`src/rtl/wb_select_reg_pkg.sv`:
```
`default_nettype none
// ============================================================================
// Module      : wb_select_reg_pkg
// Description : Shared writeback-select state type and source-index names.
// Revision    : 1.0  initial release
// ============================================================================
package wb_select_reg_pkg;

    typedef enum logic [1:0] {
        IDLE     = 2'd0,
        WAIT_SRC = 2'd1,
        HOLD     = 2'd2
    } wb_state_t;

    localparam int unsigned SRC_ALU     = 0;
    localparam int unsigned SRC_DMEM    = 1;
    localparam int unsigned SRC_LUT_LSW = 2;
    localparam int unsigned SRC_LUT_MSW = 3;
    localparam int unsigned SRC_IMM     = 4;

endpackage
`default_nettype wire

```
`src/rtl/wb_select_reg.sv`:
```
`default_nettype none
// ============================================================================
// Module      : wb_select_reg
// Description : Registered N-way writeback source select with valid/ready
//               output handshake and per-request source timeout.
// Revision    : 1.0  initial release
// ============================================================================
module wb_select_reg
    import wb_select_reg_pkg::*;
#(
    parameter int  W           = 8,
    parameter int  N           = 5,
    parameter int  DEFAULT_SRC = 0,
    parameter int  TIMEOUT     = 15,
    localparam int SEL_W       = (N > 1) ? $clog2(N) : 1
) (
    input  logic               Clk,
    input  logic               Reset,
    input  logic [N*W-1:0]     src_data,
    input  logic [N-1:0]       src_valid,
    input  logic [SEL_W-1:0]   sel,
    input  logic               req,
    input  logic               wb_ready,
    output logic [W-1:0]       dataOut,
    output logic               dataOut_valid,
    output logic               stall,
    output logic               sel_err,
    output logic               timeout
);

    localparam int                 c_CNT_W   = $clog2(TIMEOUT + 1);
    localparam logic [SEL_W:0]     c_N_EXT   = (SEL_W + 1)'(N);
    localparam logic [SEL_W-1:0]   c_DEF_SEL = SEL_W'(DEFAULT_SRC);
    localparam logic [c_CNT_W-1:0] c_TO_LAST = c_CNT_W'(TIMEOUT - 1);

    wb_state_t            r_state, w_state_nxt;
    logic [W-1:0]         r_data, w_data_nxt;
    logic [SEL_W-1:0]     r_sel_q, w_sel_q_nxt;
    logic [c_CNT_W-1:0]   r_cnt, w_cnt_nxt;
    logic                 r_sel_err, w_sel_err_nxt;
    logic                 r_timeout, w_timeout_nxt;

    logic [W-1:0]         w_src [N];
    logic                 w_sel_ok;
    logic [SEL_W-1:0]     w_eff_sel;
    logic                 w_stall;
    logic                 w_accept;

    genvar gi;
    generate
        for (gi = 0; gi < N; gi++) begin : g_unpack
            assign w_src[gi] = src_data[gi*W +: W];
        end
    endgenerate

    assign w_sel_ok  = ({1'b0, sel} < c_N_EXT);
    assign w_eff_sel = w_sel_ok ? sel : c_DEF_SEL;
    assign w_stall   = (r_state == WAIT_SRC) || ((r_state == HOLD) && !wb_ready);
    assign w_accept  = req && !w_stall;

    always_comb begin
        w_state_nxt   = r_state;
        w_data_nxt    = r_data;
        w_sel_q_nxt   = r_sel_q;
        w_cnt_nxt     = r_cnt;
        w_sel_err_nxt = 1'b0;
        w_timeout_nxt = r_timeout;

        // An accept from HOLD is the back-to-back case: no IDLE bubble.
        if (w_accept) begin
            w_sel_q_nxt   = w_eff_sel;
            w_sel_err_nxt = !w_sel_ok;
            w_timeout_nxt = 1'b0;
            w_cnt_nxt     = '0;
            if (src_valid[w_eff_sel]) begin
                w_data_nxt  = w_src[w_eff_sel];
                w_state_nxt = HOLD;
            end else begin
                w_state_nxt = WAIT_SRC;
            end
        end else begin
            case (r_state)
                WAIT_SRC: begin
                    if (src_valid[r_sel_q]) begin
                        w_data_nxt  = w_src[r_sel_q];
                        w_state_nxt = HOLD;
                    end else if (r_cnt == c_TO_LAST) begin
                        w_data_nxt    = '0;
                        w_timeout_nxt = 1'b1;
                        w_state_nxt   = HOLD;
                    end else if (r_cnt < c_TO_LAST) begin
                        w_cnt_nxt = r_cnt + 1'b1;
                    end
                end
                HOLD: begin
                    if (wb_ready) begin
                        w_state_nxt = IDLE;
                    end
                end
                default: ;
            endcase
        end
    end

    always_ff @(posedge Clk or posedge Reset) begin
        if (Reset) begin
            r_state   <= IDLE;
            r_data    <= '0;
            r_sel_q   <= c_DEF_SEL;
            r_cnt     <= '0;
            r_sel_err <= 1'b0;
            r_timeout <= 1'b0;
        end else begin
            r_state   <= w_state_nxt;
            r_data    <= w_data_nxt;
            r_sel_q   <= w_sel_q_nxt;
            r_cnt     <= w_cnt_nxt;
            r_sel_err <= w_sel_err_nxt;
            r_timeout <= w_timeout_nxt;
        end
    end

    assign dataOut       = r_data;
    assign dataOut_valid = (r_state == HOLD);
    assign stall         = w_stall;
    assign sel_err       = r_sel_err;
    assign timeout       = r_timeout;

endmodule
`default_nettype wire

```
`config.mk`:
```
export PLATFORM = sky130hd
export DESIGN_NAME = wb_select_reg
export DESIGN_NICKNAME = d
export VERILOG_FILES = /design/src/rtl/wb_select_reg_pkg.sv /design/src/rtl/wb_select_reg.sv
export SDC_FILE = /design/constraint.sdc
export NUM_CORES = 1
export LEC_CHECK = 0
export ABC_AREA = 1
export CAP_MARGIN = 20
export CELL_PAD_IN_SITES_DETAIL_PLACEMENT = 0
export CELL_PAD_IN_SITES_GLOBAL_PLACEMENT = 2
export CORE_MARGIN = 1
export CORE_UTILIZATION = 21
export DETAILED_ROUTE_END_ITERATION = 10
export PLACE_DENSITY_LB_ADDON = 0.1
export SYNTH_ARGS = -nofsm -noshare
export SYNTH_HDL_FRONTEND = slang
export SYNTH_SLANG_ARGS = --single-unit
```
`constraint.sdc`:
```
create_clock -name Clk -period 1.5 [get_ports Clk]
set_clock_uncertainty 0.1 [all_clocks]
set_input_delay 0.3 -clock Clk [delete_from_list [all_inputs] [get_ports Clk]]
set_output_delay 0.3 -clock Clk [all_outputs]
set_load 0.1 [all_outputs]
```
==> metrics.yaml <==
outcome: "finished, violations left"
violations: "setup timing"
worst_pin_slew_ns: 0.323
clock_sinks: 19
clock.fmax_mhz: 620
die_y_um: 103
place_congestion: 0.792
fin_crit_sh_pct: 107
drc: 0
drt_iter0_drc: 111
dpl.hpwl_um: 6370
hold_violations: 0
hp-class: "in2async"
ys_ff_latch: 19
htree_levels: 1
syn-cell-area_um2: 2130
cts.path.max_buffers: 2
setup_violations: 14
yosysSeqAreaShare_pct: 22.4
cap_viol_max_count: 0
startpoint_type: "flop"
worstSetupEndpointType: "output pin"
final_common_cell: "nand2_1"
synth.avg_cell_area_um2: 5.84
relSlewSlack_pct: 78.3
fp.dieW_um: 103
start_util_pct: 21.7
overflow: 0
cts_buffers: 3
first_pass_iters: 4
die-area_um2: 10500
post_drt_wl_per_cell_um: 13.2
maxSlewViolCount: 0
required_ns: 1.10
worstSkewPairLatency_ns: 0.26
p_leak_nw: 1.99
rsz0062_at_grt: "true"
irDropWorstVdd_v: 0.000890
grt_pass1_wl_um: 13300
areaGrowthSynthToFinish_pct: 78.6
clk_pin_slew_worst_paths_ns: 0.09
crit_path_max_fanout: 3
power.density_nw_per_um2: 1610
startpoint: "r_state[0]$_DFFE_PP0P_"
synth_nets: 418
port_buffers: 63
core_area_um2: 9770
min_period_ns: 1.61
drive_gt1_share_pct: 30.5
final_area_um2: 3800
routed_wl_um: 8200
dpl-instance-area_um2: 3390
critPathKind: "reg2out"
r2r-start: "r_state[1]$_DFFE_PP0P_"
timing.final.ws_setup_ns: -0.112
power_mw: 6.13
io_pins: 64
critical_path_arrival_ns: 1.21
mostFrequentLayoutCells: "104 x nand2_1, 59 x nand3_1, 56 x inv_1"
yosysUniqueCellTypes: 27
synth_cells: 364
track_usage_pct: 16.4
nets: 541
num_rows: 36
yosysWarnings: 0
vias: 2701
vias_per_cell: 4.36
cts_tree: "built"
antenna_found_initial: 0
ant_nets: 0
grt_max_degree: 20
dp_slack_ns: -0.636
grt_pass1_vias: 2663
cts_root_buffer: "clkbuf_8"
diodes: 0
## cells in the mapped netlist
cell type / instances / area [um^2]
nand2_1: 122 / 458
nand3_1: 68 / 340
inv_1: 63 / 236
dfrtp_1: 19 / 475
nor2_1: 13 / 48.8
o21ai_0: 12 / 60.1
nand4_1: 10 / 62.6
a21oi_1: 8 / 40.0
o21bai_1: 8 / 60.1
buf_2: 6 / 30.0
inv_2: 6 / 22.5
buf_4: 5 / 37.5
nand2_4: 4 / 45.0
buf_6: 2 / 22.5
ha_1: 2 / 25.0
nand2_2: 2 / 12.5
nand3_2: 2 / 20.0
nor2_4: 2 / 22.5
o211ai_1: 2 / 15.0
clkinv_1: 1 / 3.75
nand3_4: 1 / 17.5
nor2_8: 1 / 20.0
nor3_4: 1 / 16.3
o21a_1: 1 / 7.51
o21ai_2: 1 / 8.76
xnor2_1: 1 / 8.76
xor2_1: 1 / 8.76
## layout make-up
class | count | area (um^2)
tap | 133 | 166
inverter | 70 | 267
multi-input combinational | 264 | 1540
fill | 1055 | 5980
clock buffer | 3 | 41.3
timing repair buffer | 129 | 1300
clock inverter | 1 | 5.00
sequential | 19 | 479
## critical path, stage by stage, from the launching register on
cell and delay, ns:
dfrtp_2 0.44, inv_2 0.09, nand3_4 0.08, buf_6 0.13
nand2_4 0.05, buf_12 0.16
## sequential cells by signal, summed over array words and instances, names as in the netlist
register and count:
dataOut 8, r_cnt 4, r_sel_q 3, r_state 2, sel_err 1, timeout 1
## where the power goes
group	total, mW	internal (mW)	switching (mW)
Sequential	0.965	0.723	0.242
Combinational	4.78	1.98	2.80
Clock	0.380	0.185	0.195
Total	6.13	2.89	3.24
## cell families after synthesis
| group | after synthesis | synth area share, % |
|---|---|---|
| DFF | 19 | 22.4 |
| and+or+nand+nor | 226 | 50.0 |
| adders and majority gates | 2 | 1.18 |
| buffers and inverters | 83 | 16.6 |
| xor gates and xnor gates | 2 | 0.824 |
| AOI/OAI and AO/OA | 32 | 9.01 |
## layer usage
metal / part of all wire (%) / global-route usage [%] / vias up / routed length [um]
met3: 4.0 / 2.31 / 12 / 324
met2: 48 / 27.3 / 57 / 3920
met1: 47 / 22.5 / 1238 / 3820
met5: 0 / 0 / - / 0
li1: - / - / 1394 / -
met4: 1.6 / 3.41 / 0 / 132
## final timing paths
path / end / slack (ns) / cells after the start
hold / removal: dataOut[7]$_DFFE_PP0P_ / 0.27 / 3
setup reg to reg: dataOut[2]$_DFFE_PP0P_ / -0.04 / 9
hold reg to reg: r_cnt[3]$_DFFE_PP0P_ / 0.45 / 2
max in group asynchronous: r_state[0]$_DFFE_PP0P_ / 0.78 / 3
min in group Clk: r_cnt[3]$_DFFE_PP0P_ / 0.45 / 2
setup / recovery: stall / -0.11 / 5
## metrics by stage
stage / hold WS (ns) / utilization (%) / TNS [ns] / std cells
4_1_cts: 0.287 / 37.4 / -0.635 / 617
3_5_place_dp: 0.420 / 34.7 / -8.83 / 602
3_3_place_gp: 0.429 / 34.7 / -8.49 / 602
6_report: 0.268 / 38.9 / -0.432 / 619
5_1_grt: 0.316 / 38.9 / -1.91 / 619
2_1_floorplan: 0.151 / - / -0.100 / 364
## timing repair
item	CTS	global route
setup buffers	9	2
setup endpoints to repair	17	18
resized for setup	49	36
pin swaps	24	26
hold buffers	0	0
cloned	2	0
Note: power is estimated with default switching activity, not from simulation.
